`config.mk`:
```
export PLATFORM = sky130hd
export DESIGN_NAME = mul_add_pipe
export DESIGN_NICKNAME = d
export VERILOG_FILES = /design/src/rtl/mul_add_pipe_pkg.sv /design/src/rtl/mul_add_pipe_stage.sv /design/src/rtl/mul_add_pipe.sv
export SDC_FILE = /design/constraint.sdc
export NUM_CORES = 2
export LEC_CHECK = 0
export ABC_AREA = 1
export CELL_PAD_IN_SITES_DETAIL_PLACEMENT = 1
export CELL_PAD_IN_SITES_GLOBAL_PLACEMENT = 1
export CORE_MARGIN = 2
export CORE_UTILIZATION = 48
export DETAILED_ROUTE_END_ITERATION = 7
export PLACE_DENSITY_LB_ADDON = 0.1
export SYNTH_ARGS = -nofsm -noshare
export SYNTH_HDL_FRONTEND = slang
export SYNTH_SLANG_ARGS = --single-unit
```
`constraint.sdc`:
```
create_clock -name clk -period 8.3 [get_ports clk]
set_input_delay 2.49 -clock clk [delete_from_list [all_inputs] [get_ports clk]]
set_output_delay 2.49 -clock clk [all_outputs]
set_load 0.02 [all_outputs]
```
`src/rtl/mul_add_pipe_pkg.sv`:
```
// mul_add_pipe_pkg: op encoding and pipeline depth shared by mul_add_pipe and its bench
package mul_add_pipe_pkg;
    typedef enum logic [1:0] {OP_MADD = 2'd0, OP_MSUB = 2'd1, OP_RSUB = 2'd2, OP_MUL = 2'd3} op_e;
    localparam int MUL_ADD_PIPE_LATENCY = 3;
endpackage

```
`src/rtl/mul_add_pipe_stage.sv`:
```
// mul_add_pipe_stage: valid/ready register slice, payload loads only on an accepted transfer
module mul_add_pipe_stage #(
    parameter int W = 1
) (
    input  logic         clk,
    input  logic         rst,
    input  logic         in_valid,
    output logic         in_ready,
    input  logic [W-1:0] in_data,
    output logic         out_valid,
    input  logic         out_ready,
    output logic [W-1:0] out_data
);
    assign in_ready = !out_valid || out_ready;
    always_ff @(posedge clk) begin
        if (rst) out_valid <= 1'b0;
        else if (in_ready) out_valid <= in_valid;
        if (!rst && in_valid && in_ready) out_data <= in_data;
    end
endmodule

```
`src/rtl/mul_add_pipe.sv`:
```
// mul_add_pipe: 3-stage flow-controlled x*y(+/-)z mod 2^WIDTH; MUL_ADD_PIPE_OVF_EN adds out_ovf
module mul_add_pipe
    import mul_add_pipe_pkg::*;
#(
    parameter int WIDTH = 32,
    parameter int TAG_W = 4
) (
    input  logic             clk,
    input  logic             rst,
    input  logic             in_valid,
    output logic             in_ready,
    input  logic [WIDTH-1:0] in_x,
    input  logic [WIDTH-1:0] in_y,
    input  logic [WIDTH-1:0] in_z,
    input  logic [1:0]       in_op,
    input  logic [TAG_W-1:0] in_tag,
    output logic             out_valid,
    input  logic             out_ready,
    output logic [WIDTH-1:0] out_result,
`ifdef MUL_ADD_PIPE_OVF_EN
    output logic             out_ovf,
`endif
    output logic [TAG_W-1:0] out_tag
);
`ifdef MUL_ADD_PIPE_OVF_EN
    localparam int OV = 1;
    localparam int SW = WIDTH + 1;
`else
    localparam int OV = 0;
    localparam int SW = WIDTH;
`endif
    localparam int P0 = 3 * WIDTH + 2 + TAG_W;
    localparam int P1 = 2 * WIDTH + 2 + TAG_W + OV;
    localparam int P2 = WIDTH + TAG_W + OV;
    logic [P0-1:0] d0, q0;
    logic [P1-1:0] d1, q1;
    logic [P2-1:0] d2, q2;
    logic v0, v1, r1, r2;
    logic [WIDTH-1:0] x0, y0, z0, p1, z1;
    logic [1:0] op0, op1;
    logic [TAG_W-1:0] t0, t1;
    logic [SW-1:0] sum;
    assign d0 = {in_x, in_y, in_z, in_op, in_tag};
    assign {x0, y0, z0, op0, t0} = q0;
`ifdef MUL_ADD_PIPE_OVF_EN
    logic [2*WIDTH-1:0] full;
    logic pov1;
    assign full = {{WIDTH{1'b0}}, x0} * {{WIDTH{1'b0}}, y0};
    assign d1 = {full[WIDTH-1:0], z0, op0, t0, |full[2*WIDTH-1:WIDTH]};
    assign {p1, z1, op1, t1, pov1} = q1;
`else
    logic [WIDTH-1:0] prod;
    assign prod = x0 * y0;
    assign d1 = {prod, z0, op0, t0};
    assign {p1, z1, op1, t1} = q1;
`endif
    // with the extra top bit, sum[WIDTH] is the carry-out or borrow of the selected op
    always_comb sum = op1 == OP_MADD ? SW'(p1) + SW'(z1) :
                      op1 == OP_MSUB ? SW'(p1) - SW'(z1) :
                      op1 == OP_RSUB ? SW'(z1) - SW'(p1) : SW'(p1);
`ifdef MUL_ADD_PIPE_OVF_EN
    assign d2 = {sum[WIDTH-1:0], t1, sum[WIDTH] | pov1};
    assign {out_result, out_tag, out_ovf} = q2;
`else
    assign d2 = {sum, t1};
    assign {out_result, out_tag} = q2;
`endif
    mul_add_pipe_stage #(.W(P0)) s0 (
        .clk(clk), .rst(rst), .in_valid(in_valid), .in_ready(in_ready), .in_data(d0),
        .out_valid(v0), .out_ready(r1), .out_data(q0)
    );
    mul_add_pipe_stage #(.W(P1)) s1 (
        .clk(clk), .rst(rst), .in_valid(v0), .in_ready(r1), .in_data(d1),
        .out_valid(v1), .out_ready(r2), .out_data(q1)
    );
    mul_add_pipe_stage #(.W(P2)) s2 (
        .clk(clk), .rst(rst), .in_valid(v1), .in_ready(r2), .in_data(d2),
        .out_valid(out_valid), .out_ready(out_ready), .out_data(q2)
    );
endmodule
```
==> run_summary.xml <==
<?xml version="1.0" encoding="UTF-8"?>
<metrics>
  <group name="critical_path">
    <metric name="r2r.worst_path.cells" unit="">28</metric>
    <metric name="crit_top_cell" unit="">sky130_fd_sc_hd__nand2_1</metric>
    <metric name="critical_path_buf_inv_count" unit="">6</metric>
    <metric name="worst_path_dominant_cell_family" unit="">adder cells</metric>
    <metric name="rr_startpoint" unit="">s0.out_data[77]</metric>
    <metric name="timing.critical_path.required" unit="ns">8.65</metric>
    <metric name="critical-path-slowest-cell" unit="">sky130_fd_sc_hd__edfxtp_1</metric>
    <metric name="cp-end-kind" unit="">register</metric>
    <metric name="reg2reg_to" unit="">s1.out_data[69]</metric>
    <metric name="rrSetupSlack" unit="ns">0.79</metric>
    <metric name="worstSetupStartpointType" unit="">register</metric>
    <metric name="critPathArrivalTime" unit="ns">7.86</metric>
    <metric name="crit_path_max_incr_delay" unit="ns">1.06</metric>
    <metric name="criticalPathCategory" unit="">reg -&gt; reg</metric>
    <metric name="worst-path-stages" unit="">28</metric>
    <metric name="worstPathMaxFanout" unit="">22</metric>
  </group>
  <group name="sta">
    <metric name="achievable-frequency" unit="GHz">0.133</metric>
    <metric name="drv_slew" unit="">0</metric>
    <metric name="setup_viol" unit="">0</metric>
    <metric name="layout_min_cycle_time" unit="ns">7.51</metric>
    <metric name="hold_violations" unit="">0</metric>
    <metric name="worstMarginPinSlew" unit="ns">1.11</metric>
    <metric name="grt_setup_unrepaired" unit="">false</metric>
    <metric name="tns" unit="ns">0</metric>
    <metric name="maxSlewHeadroom" unit="">0.257</metric>
    <metric name="fin_crit_sh" unit="">0.905</metric>
    <metric name="finalClockSkew" unit="ns">0.0151</metric>
    <metric name="whs" unit="ns">0.413</metric>
  </group>
  <group name="grt">
    <metric name="first_global_vias" unit="">28400</metric>
    <metric name="grtUsageTotal" unit="">0.339</metric>
    <metric name="grt_start_max_net_pins" unit="">84</metric>
    <metric name="wire_length_of_the_first_global_routing_pass" unit="um">162000</metric>
    <metric name="grt_remaining_overflow" unit="">0</metric>
    <metric name="number_of_antenna_violations_at_the_first_check_in_global_routing" unit="">1</metric>
  </group>
  <group name="placed_design">
    <metric name="detailedPlacementHpwl" unit="um">88400</metric>
    <metric name="gp_congestion" unit="">0.995</metric>
    <metric name="port_buffers" unit="">143</metric>
  </group>
  <group name="layout">
    <metric name="flow.area_growth_from_synthesis" unit="%">9.97</metric>
    <metric name="sequential_cell_area" unit="sq um">6310</metric>
    <metric name="nNetsFinal" unit="">4479</metric>
    <metric name="commonest_non_fill_non_tap_cell_in_the_layout" unit="">sky130_fd_sc_hd__nand2_1</metric>
    <metric name="multi_input_area" unit="sq um">19000</metric>
    <metric name="antenna_cells" unit="">0</metric>
    <metric name="n_fill_cell" unit="">7325</metric>
    <metric name="most_frequent_cells_in_the_layout" unit="">945 x sky130_fd_sc_hd__nand2_1, 923 x sky130_fd_sc_hd__inv_1, 411 x sky130_fd_sc_hd__fa_1, 216 x sky130_fd_sc_hd__ha_1, 208 x sky130_fd_sc_hd__edfxtp_1</metric>
    <metric name="post_route_cells_drive_above_1_share" unit="">0.0308</metric>
  </group>
  <group name="synthesis">
    <metric name="synth_simple_gate_area_frac" unit="">0.173</metric>
    <metric name="synth_area_leader_cell" unit="">sky130_fd_sc_hd__fa_1</metric>
    <metric name="yosysWarningCount" unit="">0</metric>
    <metric name="synth_fa_ha_area_frac" unit="">0.372</metric>
    <metric name="post_synth_main_area_contributors" unit="">sky130_fd_sc_hd__fa_1 28%, sky130_fd_sc_hd__edfxtp_1 21%, sky130_fd_sc_hd__nand2_1 12%, sky130_fd_sc_hd__inv_1 12%, sky130_fd_sc_hd__ha_1 9.2%</metric>
    <metric name="synth.yosys.seq_area_share" unit="">0.214</metric>
    <metric name="yosys.area_share.xor_xnor" unit="">0.0176</metric>
    <metric name="synth-compound-area-share" unit="">0.0829</metric>
    <metric name="ys_dominant_reg_cell" unit="">sky130_fd_sc_hd__edfxtp_1</metric>
    <metric name="dominant_combinational_cell_family_by_area_after_synthesis" unit="">adder cells</metric>
    <metric name="syn_avg_cell_area" unit="sq um">7.99</metric>
    <metric name="synth_mux_area_frac" unit="">0</metric>
    <metric name="mappedNetlistArea" unit="sq um">29400</metric>
    <metric name="synth_top_area_frac" unit="">0.280</metric>
    <metric name="synth-edff-count" unit="">208</metric>
    <metric name="synthArstFlopShare" unit="">0</metric>
    <metric name="syn-instance-count" unit="">3683</metric>
    <metric name="ff_latch_count_synth" unit="">211</metric>
    <metric name="synth.distinct_cells" unit="">54</metric>
    <metric name="post_synthesis_net_count" unit="">4416</metric>
  </group>
  <group name="clocking">
    <metric name="ctsResizeCount" unit="">0</metric>
    <metric name="clock_tree_from_tritoncts" unit="">done</metric>
    <metric name="ctsHtreeMaxLevel" unit="">1</metric>
    <metric name="cts_root_buf" unit="">sky130_fd_sc_hd__clkbuf_16</metric>
    <metric name="clkLatencyLatePin" unit="ns">0.60</metric>
    <metric name="cts-buffers-inserted" unit="">26</metric>
    <metric name="holdBufCountCts" unit="">0</metric>
    <metric name="post_cts_setup_buffer_count" unit="">0</metric>
    <metric name="cts.sink_count" unit="">211</metric>
    <metric name="clockBufferDepth" unit="">3</metric>
    <metric name="cts.clk_slew.worst_paths" unit="ns">0.06</metric>
  </group>
  <group name="die">
    <metric name="die_y" unit="um">252</metric>
    <metric name="fp.dieW" unit="um">252</metric>
    <metric name="pin_count" unit="">144</metric>
    <metric name="fp-row-count" unit="">90</metric>
    <metric name="placeableCoreArea" unit="sq um">60500</metric>
    <metric name="initial_utilization" unit="">0.487</metric>
    <metric name="design.die.area" unit="sq um">63300</metric>
  </group>
  <group name="min_path">
    <metric name="hold-path-endpoint" unit="">s1.out_data[14]</metric>
    <metric name="min-delay-path-class" unit="">reg -&gt; reg</metric>
    <metric name="hold_depth" unit="">0</metric>
    <metric name="hold_start" unit="">s0.out_data[14]</metric>
  </group>
  <group name="route">
    <metric name="drt-wirelength-per-cell" unit="um">23.2</metric>
    <metric name="drc" unit="">0</metric>
    <metric name="detail_route.wirelength" unit="um">106000</metric>
    <metric name="first_iter_violations" unit="">1312</metric>
    <metric name="vias" unit="">24900</metric>
    <metric name="drt_pass_1_iters" unit="">5</metric>
    <metric name="routed_via_density" unit="">5.47</metric>
    <metric name="antenna_left" unit="">0</metric>
  </group>
  <group name="status">
    <metric name="outcome" unit="">finished clean</metric>
  </group>
  <group name="job">
    <metric name="timing.max_cap.violations" unit="">0</metric>
  </group>
</metrics>
[worst register-to-register path, delay by kind of cell (launching register included)]
kind | cells | cell delay (ns)
xor gates and xnor gates | 1 | 0.23
buffers and inverters | 6 | 0.42
adders and majority gates | 8 | 4.23
DFF | 1 | 1.06
and+or+nand+nor | 13 | 1.32
[per-stage QoR]
| step | instances | setup slack [ns] | instance area [sq um] | util |
|---|---|---|---|---|
| finish | 4548 | 0.786 | 32400 | 0.535 |
| global route | 4548 | 0.486 | 32400 | 0.535 |
| CTS | 4548 | 0.872 | 32400 | 0.535 |
| detailed placement | 4500 | 0.892 | 31500 | 0.521 |
| global placement | 4500 | 0.990 | 31500 | 0.521 |
| floorplan | 3683 | 1.79 | 29400 | - |
[registers in the layout (all words and copies together), names as in the netlist]
| name | cells |
|---|---|
| s1.out_data | 70 |
| s0.out_data | 102 |
| s2.out_data | 36 |
| s0.out_valid | 1 |
| s2.out_valid | 1 |
| s1.out_valid | 1 |
[worst max-delay path by stage]
stage / end / startpoint
2_1_floorplan: s1.out_data[65] / s0.out_data[44]
3_3_place_gp: s1.out_data[68] / s0.out_data[40]
3_5_place_dp: s1.out_data[68] / s0.out_data[40]
4_1_cts: s1.out_data[69] / s0.out_data[77]
5_1_grt: s1.out_data[68] / s0.out_data[40]
6_report: s1.out_data[69] / s0.out_data[77]
[cells in the mapped netlist (6+ instances only)]
master	n
sky130_fd_sc_hd__a21o_1	10
sky130_fd_sc_hd__clkbuf_1	83
sky130_fd_sc_hd__or2_2	6
sky130_fd_sc_hd__o211ai_1	15
sky130_fd_sc_hd__ha_1	216
sky130_fd_sc_hd__buf_2	38
sky130_fd_sc_hd__nand3b_1	8
sky130_fd_sc_hd__inv_2	13
sky130_fd_sc_hd__nand2_1	945
sky130_fd_sc_hd__o21ai_0	122
sky130_fd_sc_hd__o21ai_2	7
sky130_fd_sc_hd__buf_1	17
sky130_fd_sc_hd__o21ai_1	21
sky130_fd_sc_hd__a21oi_1	190
sky130_fd_sc_hd__nor3_1	14
sky130_fd_sc_hd__nor2_1	140
sky130_fd_sc_hd__fa_1	411
sky130_fd_sc_hd__xor2_1	45
sky130_fd_sc_hd__o22ai_1	8
sky130_fd_sc_hd__o21a_1	10
sky130_fd_sc_hd__edfxtp_1	208
sky130_fd_sc_hd__nand3_1	121
sky130_fd_sc_hd__nand4_1	11
sky130_fd_sc_hd__xnor2_1	14
sky130_fd_sc_hd__o2111ai_1	11
sky130_fd_sc_hd__inv_1	925
sky130_fd_sc_hd__o21bai_1	11
[final cells by class]
cell class	count	area share
clock buffer	36	0.0213
clock inverter	12	0.00480
inverter	940	0.109
multi-input combinational	2390	0.587
sequential	211	0.195
tap	782	0.0302
timing repair buffer	177	0.0525
[layer usage]
metal  vias up  GRT usage  wire, um
met4         2      0.187      6820
li1      11200          -         -
met5         -          0        13
met1     12600      0.380     39400
met2       743      0.627     54700
met3       291     0.0372      4560
[logic make-up (layout without fill, tap and decap cells)]
kind of cell | count (synthesis) | count (layout)
fa+ha+maj | 627 | 627
xor+xnor | 59 | 59
compound gates | 433 | 433
flops | 211 | 211
buf+inv | 1082 | 1165
simple gates | 1271 | 1271
Power is not shown: default switching activity piles up to over one toggle a cycle in this logic, so the estimate is an artifact.
